File: src/rtl/attack_scan_if.sv
// Request/result bundle for the attack_scan square-attack scanner.
// Also provides the piece-code macros shared by the scanner and its users.
`ifndef EMPTY_POSN
`define EMPTY_POSN   4'd0
`define WHITE_PAWN   4'd1
`define WHITE_KNIGHT 4'd2
`define WHITE_BISHOP 4'd3
`define WHITE_ROOK   4'd4
`define WHITE_QUEEN  4'd5
`define WHITE_KING   4'd6
`define BLACK_PAWN   4'd9
`define BLACK_KNIGHT 4'd10
`define BLACK_BISHOP 4'd11
`define BLACK_ROOK   4'd12
`define BLACK_QUEEN  4'd13
`define BLACK_KING   4'd14
`endif

interface attack_scan_if #(
    parameter int PIECE_WIDTH = 4,
    parameter int BOARD_WIDTH = PIECE_WIDTH * 64
);
    // Handshake: start is a request that is accepted on a rising clk edge only while busy==0;
    // board/attacker/square_mask are sampled on that edge. done pulses for one cycle when
    // attacked/attacked_mask are valid; they hold until the next accepted start.
    logic [BOARD_WIDTH-1:0] board;
    logic                   attacker;
    logic [63:0]            square_mask;
    logic                   start;
    logic                   busy;
    logic                   done;
    logic                   attacked;
    logic [63:0]            attacked_mask;
    logic                   scan_state;

    modport master (
        output board, attacker, square_mask, start,
        input  busy, done, attacked, attacked_mask, scan_state
    );

    modport slave (
        input  board, attacker, square_mask, start,
        output busy, done, attacked, attacked_mask, scan_state
    );
endinterface

File: src/rtl/attack_scan.sv
// Runtime-addressed square-attack scanner: tests LANES masked squares per cycle against a latched board.
// Optional early exit on first attacked group: define ATTACK_SCAN_EARLY_EXIT_EN.
`ifndef EMPTY_POSN
`define EMPTY_POSN   4'd0
`define WHITE_PAWN   4'd1
`define WHITE_KNIGHT 4'd2
`define WHITE_BISHOP 4'd3
`define WHITE_ROOK   4'd4
`define WHITE_QUEEN  4'd5
`define WHITE_KING   4'd6
`define BLACK_PAWN   4'd9
`define BLACK_KNIGHT 4'd10
`define BLACK_BISHOP 4'd11
`define BLACK_ROOK   4'd12
`define BLACK_QUEEN  4'd13
`define BLACK_KING   4'd14
`endif

module attack_scan #(
    parameter int PIECE_WIDTH = 4,
    parameter int SIDE_WIDTH  = PIECE_WIDTH * 8,
    parameter int BOARD_WIDTH = SIDE_WIDTH * 8,
    parameter int LANES       = 8
) (
    input logic          clk,
    input logic          reset,
    attack_scan_if.slave scan_bus
);
    localparam int GROUPS = 64 / LANES;
    localparam int GW     = (GROUPS > 1) ? $clog2(GROUPS) : 1;
    localparam logic [GW-1:0] LAST_GROUP = GW'(GROUPS - 1);

    typedef enum logic {S_IDLE, S_SCAN} state_t;

    state_t                 r_state;
    logic                   r_busy;
    logic                   r_done;
    logic                   r_attacked;
    logic [63:0]            r_attacked_mask;
    logic [GW-1:0]          r_group;
    logic [BOARD_WIDTH-1:0] r_board;
    logic                   r_attacker;
    logic [63:0]            r_mask;

    logic [63:0]            w_group_hits;
    logic [63:0]            w_next_mask;
    logic                   w_stop_early;

    function automatic logic on_board(input int row, input int col);
        return (row >= 0) && (row < 8) && (col >= 0) && (col < 8);
    endfunction

    function automatic logic [PIECE_WIDTH-1:0] piece_at(input logic [BOARD_WIDTH-1:0] b,
                                                        input int row, input int col);
        logic [BOARD_WIDTH-1:0] shifted;
        shifted = b >> ((row * 8 + col) * PIECE_WIDTH);
        return shifted[PIECE_WIDTH-1:0];
    endfunction

    // All offsets are applied in row/col space so nothing wraps across board edges.
    function automatic logic sq_attacked(input logic [BOARD_WIDTH-1:0] b, input logic side,
                                         input int row, input int col);
        logic                   hit;
        logic                   blocked;
        logic [PIECE_WIDTH-1:0] p;
        int                     rr;
        int                     cc;
        hit = 1'b0;
        for (int dr = -1; dr <= 1; dr++) begin
            for (int dc = -1; dc <= 1; dc++) begin
                if (!(dr == 0 && dc == 0)) begin
                    blocked = 1'b0;
                    for (int k = 1; k < 8; k++) begin
                        rr = row + dr * k;
                        cc = col + dc * k;
                        if (on_board(rr, cc) && !blocked) begin
                            p = piece_at(b, rr, cc);
                            if (p != `EMPTY_POSN) begin
                                blocked = 1'b1;
                                if (p == (side ? `BLACK_QUEEN : `WHITE_QUEEN))
                                    hit = 1'b1;
                                if ((dr == 0 || dc == 0) && p == (side ? `BLACK_ROOK : `WHITE_ROOK))
                                    hit = 1'b1;
                                if ((dr != 0 && dc != 0) && p == (side ? `BLACK_BISHOP : `WHITE_BISHOP))
                                    hit = 1'b1;
                            end
                        end
                    end
                    rr = row + dr;
                    cc = col + dc;
                    if (on_board(rr, cc) && piece_at(b, rr, cc) == (side ? `BLACK_KING : `WHITE_KING))
                        hit = 1'b1;
                end
            end
        end
        for (int dr = -2; dr <= 2; dr++) begin
            for (int dc = -2; dc <= 2; dc++) begin
                rr = row + dr;
                cc = col + dc;
                if ((dr * dr + dc * dc == 5) && on_board(rr, cc) &&
                    piece_at(b, rr, cc) == (side ? `BLACK_KNIGHT : `WHITE_KNIGHT))
                    hit = 1'b1;
            end
        end
        // White pawns attack upward (from row-1), black pawns downward (from row+1).
        rr = side ? row + 1 : row - 1;
        for (int dc = -1; dc <= 1; dc += 2) begin
            cc = col + dc;
            if (on_board(rr, cc) && piece_at(b, rr, cc) == (side ? `BLACK_PAWN : `WHITE_PAWN))
                hit = 1'b1;
        end
        return hit;
    endfunction

    function automatic logic [63:0] group_hits(input logic [BOARD_WIDTH-1:0] b, input logic side,
                                               input logic [63:0] mask, input logic [GW-1:0] group);
        logic [63:0] hits;
        logic [5:0]  sq;
        hits = '0;
        for (int l = 0; l < LANES; l++) begin
            sq = 6'(int'(group) * LANES + l);
            if (mask[sq] && sq_attacked(b, side, int'(sq[5:3]), int'(sq[2:0])))
                hits[sq] = 1'b1;
        end
        return hits;
    endfunction

    always_comb begin
        w_group_hits = group_hits(r_board, r_attacker, r_mask, r_group);
        w_next_mask  = r_attacked_mask | w_group_hits;
    end

`ifdef ATTACK_SCAN_EARLY_EXIT_EN
    assign w_stop_early = r_attacked;
`else
    assign w_stop_early = 1'b0;
`endif

    always_ff @(posedge clk) begin
        if (reset) begin
            r_state         <= S_IDLE;
            r_busy          <= 1'b0;
            r_done          <= 1'b0;
            r_attacked      <= 1'b0;
            r_attacked_mask <= '0;
            r_group         <= '0;
        end else begin
            r_done <= 1'b0;
            case (r_state)
                S_IDLE: begin
                    if (scan_bus.start) begin
                        r_board         <= scan_bus.board;
                        r_attacker      <= scan_bus.attacker;
                        r_mask          <= scan_bus.square_mask;
                        r_attacked_mask <= '0;
                        r_attacked      <= 1'b0;
                        r_busy          <= 1'b1;
                        r_group         <= '0;
                        r_state         <= S_SCAN;
                    end
                end
                S_SCAN: begin
                    // An earlier group already hit: finish without folding in another group.
                    if (w_stop_early) begin
                        r_busy  <= 1'b0;
                        r_done  <= 1'b1;
                        r_state <= S_IDLE;
                    end else begin
                        r_attacked_mask <= w_next_mask;
                        r_attacked      <= |w_next_mask;
                        r_group         <= r_group + 1'b1;
                        if (r_group == LAST_GROUP) begin
                            r_busy  <= 1'b0;
                            r_done  <= 1'b1;
                            r_state <= S_IDLE;
                        end
                    end
                end
            endcase
        end
    end

    assign scan_bus.busy          = r_busy;
    assign scan_bus.done          = r_done;
    assign scan_bus.attacked      = r_attacked;
    assign scan_bus.attacked_mask = r_attacked_mask;
    assign scan_bus.scan_state    = (r_state == S_SCAN);
endmodule
File: src/flat_wrapper.sv
// flat-port wrapper written by rule: the top's interface ports become plain ports
module attack_scan_flat 
#(
    parameter int PIECE_WIDTH = 4,
    parameter int SIDE_WIDTH  = PIECE_WIDTH * 8,
    parameter int BOARD_WIDTH = SIDE_WIDTH * 8,
    parameter int LANES       = 8
)
  (clk, reset, scan_bus_board, scan_bus_attacker, scan_bus_square_mask, scan_bus_start, scan_bus_busy, scan_bus_done, scan_bus_attacked, scan_bus_attacked_mask, scan_bus_scan_state);
  attack_scan_if #(.PIECE_WIDTH(PIECE_WIDTH), .BOARD_WIDTH(BOARD_WIDTH)) scan_bus_i ();
  input logic clk;
  input logic reset;
  input wire logic [$bits(scan_bus_i.board)-1:0] scan_bus_board;
  input wire logic [$bits(scan_bus_i.attacker)-1:0] scan_bus_attacker;
  input wire logic [$bits(scan_bus_i.square_mask)-1:0] scan_bus_square_mask;
  input wire logic [$bits(scan_bus_i.start)-1:0] scan_bus_start;
  output wire logic [$bits(scan_bus_i.busy)-1:0] scan_bus_busy;
  output wire logic [$bits(scan_bus_i.done)-1:0] scan_bus_done;
  output wire logic [$bits(scan_bus_i.attacked)-1:0] scan_bus_attacked;
  output wire logic [$bits(scan_bus_i.attacked_mask)-1:0] scan_bus_attacked_mask;
  output wire logic [$bits(scan_bus_i.scan_state)-1:0] scan_bus_scan_state;
  assign scan_bus_i.board = scan_bus_board;
  assign scan_bus_i.attacker = scan_bus_attacker;
  assign scan_bus_i.square_mask = scan_bus_square_mask;
  assign scan_bus_i.start = scan_bus_start;
  assign scan_bus_busy = scan_bus_i.busy;
  assign scan_bus_done = scan_bus_i.done;
  assign scan_bus_attacked = scan_bus_i.attacked;
  assign scan_bus_attacked_mask = scan_bus_i.attacked_mask;
  assign scan_bus_scan_state = scan_bus_i.scan_state;
  attack_scan #(.PIECE_WIDTH(PIECE_WIDTH), .SIDE_WIDTH(SIDE_WIDTH), .BOARD_WIDTH(BOARD_WIDTH), .LANES(LANES)) u_core (.clk(clk), .reset(reset), .scan_bus(scan_bus_i));
endmodule
File: config.mk
export PLATFORM = sky130hd
export DESIGN_NAME = attack_scan_flat
export DESIGN_NICKNAME = d
export VERILOG_FILES = /design/src/rtl/attack_scan_if.sv /design/src/rtl/attack_scan.sv /design/src/flat_wrapper.sv
export SDC_FILE = /design/constraint.sdc
export NUM_CORES = 2
export LEC_CHECK = 0
export ABC_AREA = 1
export CAP_MARGIN = 30
export CORE_UTILIZATION = 45
export CTS_CLUSTER_DIAMETER = 50
export CTS_CLUSTER_SIZE = 14
export DETAILED_ROUTE_END_ITERATION = 6
export DONT_BUFFER_PORTS = 1
export GPL_TIMING_DRIVEN = 1
export PLACE_DENSITY_LB_ADDON = 0.1
export SYNTH_ARGS = -nofsm -noshare
export SYNTH_HDL_FRONTEND = slang
export SYNTH_SLANG_ARGS = --single-unit
File: constraint.sdc
create_clock -name clk -period 16.11 [get_ports clk]
set_input_delay 1.611 -clock clk [delete_from_list [all_inputs] [get_ports clk]]
set_output_delay 1.611 -clock clk [all_outputs]
set_load 0.05 [all_outputs]
---- Word level (Yosys, flattened, before mapping) ----
Cells that the tools add are included.
W data, S select, Z words.
word-level totals
  flip-flop bits (word level) ............. 392
  input bits .............................. 324
  output and inout bits ................... 68
  word-level logic and storage cells ...... 7,713
operators by class
  add/sub/neg operators ................... 707
  $lt $le $gt $ge ......................... 482
  equality and inequality tests ........... 993
  shift-type cells ........................ 502
  mux-type cells .......................... 2,643
  bitwise operators ....................... 10
  reduce and logical (&&, ||, !) cells .... 2,367
operators by type and width
  kind                   number
  $shr A256 B32 Y4       493
  $eq A4 B4 Y1           990
  $ge A32 B1 Y1 const B  113
  $lt A32 B5 Y1 const B  113
  $mux W1                2,598
  $shr A256 B9 Y4        9
  $add A30 B30 Y30       70
  $reduce_bool A4 Y1     427
  $add A8 B5 Y9          189
  $logic_and A1 B1 Y1    1,570
  $add A30 B4 Y30        49
  $add A7 B30 Y30        49
  $ge A5 B1 Y1 const B   105
  $lt A5 B5 Y1 const B   105
  $mux W64               8
  $or A64 B64 Y64        7
  $add A8 B4 Y9          49
  $add A7 B5 Y8          49
  $logic_not A1 Y1       366
  $mux W32               8
  $add A3 B3 Y4 const B  60
  $add A4 B4 Y5 const B  45
  $add A30 B5 Y30        7
  $add A4 B3 Y5 const B  30
  other kinds (38)       195

---- Depth between registers and ports, before layout ----
  depth after elaboration ................. 264
  gate-level depth with buffers ........... 38

---- Worst setup path before layout ----
Ideal clock, no wire load.
  path type ............................... input-to-reg
  from .................................... input reset
  to ...................................... register u_core.r_attacker, enable pin
  library setup time ...................... 1.012 ns
  arrival time ............................ 15.103 ns
  setup slack ............................. -0.005 ns
  stages .................................. 2
  cells stage by stage .................... clkbuf_1 -> nor2_1
between the ends
  longest elaborated chain between the ends .. 2
ends and longest elaborated chain
  what                         line                RTL
  start: declaration           flat_wrapper.sv:12  input logic reset;
  $not A1 Y1 (no line)         --
  $reduce_and A3 Y1 (no line)  --
  end signal: assignment       attack_scan.sv:153  r_attacker <= scan_bus.attacker;
  end: declaration             attack_scan.sv:42   logic r_attacker;
Every way passes these cells.
A chain may end at the register's enable or synchronous reset.

---- Worst setup path after layout ----
  from .................................... register u_core.r_group[2]
  to ...................................... register u_core.r_attacked, in the netlist u_core.scan_bus.attacked
between the ends
  longest elaborated chain between the ends .. 264
  elaborated cells on any way between the ends .. 7,369
  classes of those cells .................. add/sub: 608; order compare: 272; eq/ne: 990; shift: 502; mux: 2625; bitwise: 8; reduce/logical: 2364
ends and longest elaborated chain
  what                       line                                                     RTL
  start: declaration         attack_scan.sv:40                                        logic [GW-1:0] r_group;
  start signal: assignment   attack_scan.sv:171                                       r_group <= r_group + 1'b1;
  $add A6 B1 Y7              attack_scan.sv:121                                       sq = 6'(int'(group) * LANES + l);
  $add A4 B1 Y5              attack_scan.sv:74, attack_scan.sv:89, attack_scan.sv:98
  $add A8 B5 Y9              --
  $shr A256 B32 Y4           attack_scan.sv:56                                        shifted = b >> ((row * 8 + col) * PIECE_WIDTH);
  $eq A4 B4 Y1               attack_scan.sv:80                                        if (p == (side ? `BLACK_QUEEN : `WHITE_QUEEN))
  $mux W1                    attack_scan.sv:80
  $mux W1                    attack_scan.sv:84                                        if ((dr != 0 && dc != 0) && p == (side ? `BLACK_BISHOP : `WHITE_BISHOP))
  $mux W1                    attack_scan.sv:78                                        if (p != `EMPTY_POSN) begin
  [248 not listed]           --
  $mux W64                   attack_scan.sv:122                                       if (mask[sq] && sq_attacked(b, side, int'(sq[5:3]), int'(sq[2:0])))
  $or A64 B64 Y64 (no line)  --
  $mux W64                   attack_scan.sv:122
  $or A64 B64 Y64 (no line)  --
  $mux W64 *                 attack_scan.sv:122
  $or A64 B64 Y64 *          attack_scan.sv:130                                       w_next_mask = r_attacked_mask | w_group_hits;
  $reduce_or A64 Y1 *        attack_scan.sv:170                                       r_attacked <= |w_next_mask;
  $pmux W1 S2 *              attack_scan.sv:149                                       case (r_state)
  end signal: assignment     attack_scan.sv:170
  end: declaration           attack_scan.sv:38                                        logic r_attacked;
Every way passes the cells marked *; elsewhere a longest branch is shown, timed or not. The select of a mux whose other input is x is not followed.

==> key figures <==
STA
  • Endpoints failing hold: 0
  • Final worst clock skew: 0.03612 ns
  • RSZ-0062 raised after global routing: no
  • Relative slew slack: 0.2862
  • Final period utilization: 0.4201
  • Final setup TNS: 0 ns
  • Slew at the pin closest to its max-slew limit: 1.064 ns
  • Fmax: between 100 and 150 MHz
  • Hold slack: between 0.6 and 0.7 ns
  • Setup violators final: 0
  • Max Slew Vio Count: 0
  • Tmin final: a little under 7 ns

Finish
  • Nets: 5809
  • Fillers: 7883
  • Share of cells above drive strength 1: 0.03638
  • FF+latch area: 11070 um^2
  • P&R area growth vs syn: 5.928%
  • Most common cell after layout, fill and taps aside: nand2_1
  • Most frequent cells in the layout: 2104 x nand2_1, 1269 x nand3_1, 628 x nor2_1
  • Finished Cell Area: 36330 um^2
  • Area taken by multi-input logic gates: approximately 21000 um^2
  • Util after Layout: 0.4847

Floorplan
  • Die height: approximately 280 um
  • Initial Util: 0.4576
  • DIE AREA: 77320 um^2
  • Number of I/O pins: between 300 and 400
  • Site Rows: 100
  • Die X: 278.1 um
  • Core Area: 74950 um^2

Job
  • Max_cap viols: 0

Placed design
  • # port buffers: 0
  • HPWL Detailed: 133100 um
  • GPL Wtd Cong: 1.145
  • DP Area: approximately 35000 um^2

Critical path
  • Worst Path Buf+Inv: 5
  • Crit path arrival time: around 7.3 ns
  • Critical-path maximum fanout: 73
  • Crit path max-delay cell type: buf_4
  • Critical Path Source Type: flip-flop
  • WS Path Type: flip-flop to flip-flop
  • Max incr delay on CP: approximately 0.67 ns
  • WP data required: between 15 and 20 ns
  • Most used cell, CP: nand2_1
  • CP Capture Type: flip-flop
  • Delay-heaviest family, CP: simple AND/OR/NAND/NOR gates

Detailed routing
  • 1st-pass router iterations: 7
  • Avg WL per Cell: ~26 um
  • Vias: 40.21k
  • Routed WL: 169800 um
  • Vias/cell: between 6 and 7
  • Initial DRC Count: about 6.3k
  • Remaining antenna violation count: 0
  • Remaining DRCs: 0

Synth
  • Synth Instances: approximately 5.6k
  • Cell variety after synth: a little under 50
  • Post-Syn Area: 34300 um^2
  • Yosys warnings: 0
  • Syn_area_per_cell: 6.082 um^2
  • Number of synthesized register bits: 392
  • Synthesized Nets: 5977
  • Sequential fraction of the synthesis area: 0.3225

Power
  • Total power after layout: around 3400 uW
  • Power per Cell Area: ~95 nW/um^2
  • Lkg Pwr: 0.01699 uW
  • P_sw: 1402 uW
  • Sequential share of power: 0.341
  • Switching part of the total power: 0.4082
  • Clk network pwr share: 0.304
  • Internal power: 2033 uW
  • Peak supply drop: 0.1023 mV
  • Gate power share: 0.355

Clock tree
  • Root buffer cell: clkbuf_16
  • Clock Sinks: 392
  • CTS tree: built
  • CTS Hold Bufs: 0
  • Setup Buffers After CTS: 0
  • CTS H-tree lvls: 2
  • Clock Tree Buf Depth: 3
  • TritonCTS Buffers: 44
  • Clk slew on worst S/H paths: 0.06 ns
  • Post-CTS sizing: 0
  • Worst skew pair latency: 0.62 ns

Status
  • Outcome: finished, final reports clean

GRT
  • Largest net degree at the start of global routing: around 190
  • First-pass GRT wire length: 242000 um
  • Vias in the first global route: 35.33k
  • Remaining global-route overflow: 0
  • GRT Overall Usage: 0.4261
  • Number of antenna violations at the first check in global routing: 9

Min path
  • Hold Path Class: flip-flop to flip-flop
power by group through the flow:
| stage | logic [uW] | clock network [uW] | registers [uW] |
|---|---|---|---|
| 2_1_floorplan | 777 | 0 | 1190 |
| 3_3_place_gp | 1150 | 0 | 1190 |
| 3_5_place_dp | 1150 | 0 | 1190 |
| 4_1_cts | 1160 | 1060 | 1170 |
| 5_1_grt | 1300 | 1100 | 1170 |
| 6_report | 1220 | 1050 | 1170 |
final timing paths:
kind | from | end | slack, ns | depth (start not counted)
max | u_core.r_group[2]$_SDFFE_PP0P_ | u_core.scan_bus.attacked$_SDFFE_PP0P_ | 9.34 | 25
min | u_core.r_group[2]$_SDFFE_PP0P_ | u_core.r_group[2]$_SDFFE_PP0P_ | 0.65 | 2
max reg2reg | u_core.r_group[2]$_SDFFE_PP0P_ | u_core.scan_bus.attacked$_SDFFE_PP0P_ | 9.34 | 25
min reg2reg | u_core.r_group[2]$_SDFFE_PP0P_ | u_core.r_group[2]$_SDFFE_PP0P_ | 0.65 | 2
Yosys cell counts (all sizes together):
cell type / number / area share
a211oi: 1 / 0.00022
a21boi: 5 / 0.0011
a21o: 2 / 0.00044
a21oi: 98 / 0.014
a221oi: 5 / 0.0013
a31oi: 5 / 0.00091
a32o: 8 / 0.0023
a41oi: 5 / 0.0013
and2: 22 / 0.0040
and3: 2 / 0.00036
buf: 207 / 0.031
clkbuf: 70 / 0.0077
clkinv: 4 / 0.00044
dfxtp: 71 / 0.041
edfxtp: 321 / 0.28
ha: 14 / 0.0051
inv: 302 / 0.033
nand2: 2120 / 0.23
nand3: 1274 / 0.19
nand3b: 21 / 0.0046
nand4: 106 / 0.020
nor2: 645 / 0.072
nor2b: 2 / 0.00036
nor3: 42 / 0.0061
nor3b: 69 / 0.015
nor4: 1 / 0.00018
o211ai: 6 / 0.0013
o21a: 2 / 0.00044
o21ai: 155 / 0.023
o21bai: 1 / 0.00022
o221ai: 1 / 0.00026
o22ai: 5 / 0.00091
or2: 10 / 0.0018
or3: 1 / 0.00018
xnor2: 5 / 0.0013
xor2: 31 / 0.0079
per-stage QoR:
stage	setup slack, ns	std cells
after floorplan	5.470	5639
after global placement	9.778	6390
after detailed placement	9.815	6392
after CTS	9.793	6464
after global routing	9.238	6466
final	9.343	6471
cells by family (layout without fill, tap and decap cells):
group | after synthesis | in the layout | share of synthesized area
flops | 392 | 392 | 0.3225
fa+ha+maj | 14 | 14 | 0.005107
simple gates | 4315 | 4315 | 0.5438
buf+inv | 583 | 441 | 0.07180
compound gates | 299 | 299 | 0.04761
xor+xnor | 36 | 36 | 0.009193
other cells | 0 | 5 | 0
worst min-delay path: stages (launching register included):
cell and delay (ns):
dfxtp_4 0.45, nand2_1 0.11, a21oi_1 0.05
layout make-up:
type,instances,area share
clock inverters,26,0.01057
flip-flops and latches,392,0.3048
multi-input cells,4664,0.5730
repair buffers,63,0.01522
diodes,5,0.0003444
well taps,969,0.03337
clock buffers,46,0.03051
inverters,306,0.03217
flip-flops by register name (all words and copies together), names as in the netlist:
signal	flops
u_core.scan_bus.done	1
u_core.scan_bus.attacked	1
u_core.r_attacker	1
u_core.scan_bus.attacked_mask	64
u_core.r_group	3
u_core.r_board	256
u_core.scan_bus.scan_state	1
u_core.r_mask	64
u_core.scan_bus.busy	1
routing by layer:
layer / vias to the layer above / track usage / wire length, um
met3: 442 / 0.1075 / 22660
met2: 2745 / 0.6037 / 68140
met4: 10 / 0.1771 / 8438
met1: 18540 / 0.6105 / 70460
met5: - / 0 / 76
li1: 18470 / - / -
Power figures use the tool's default switching activity.
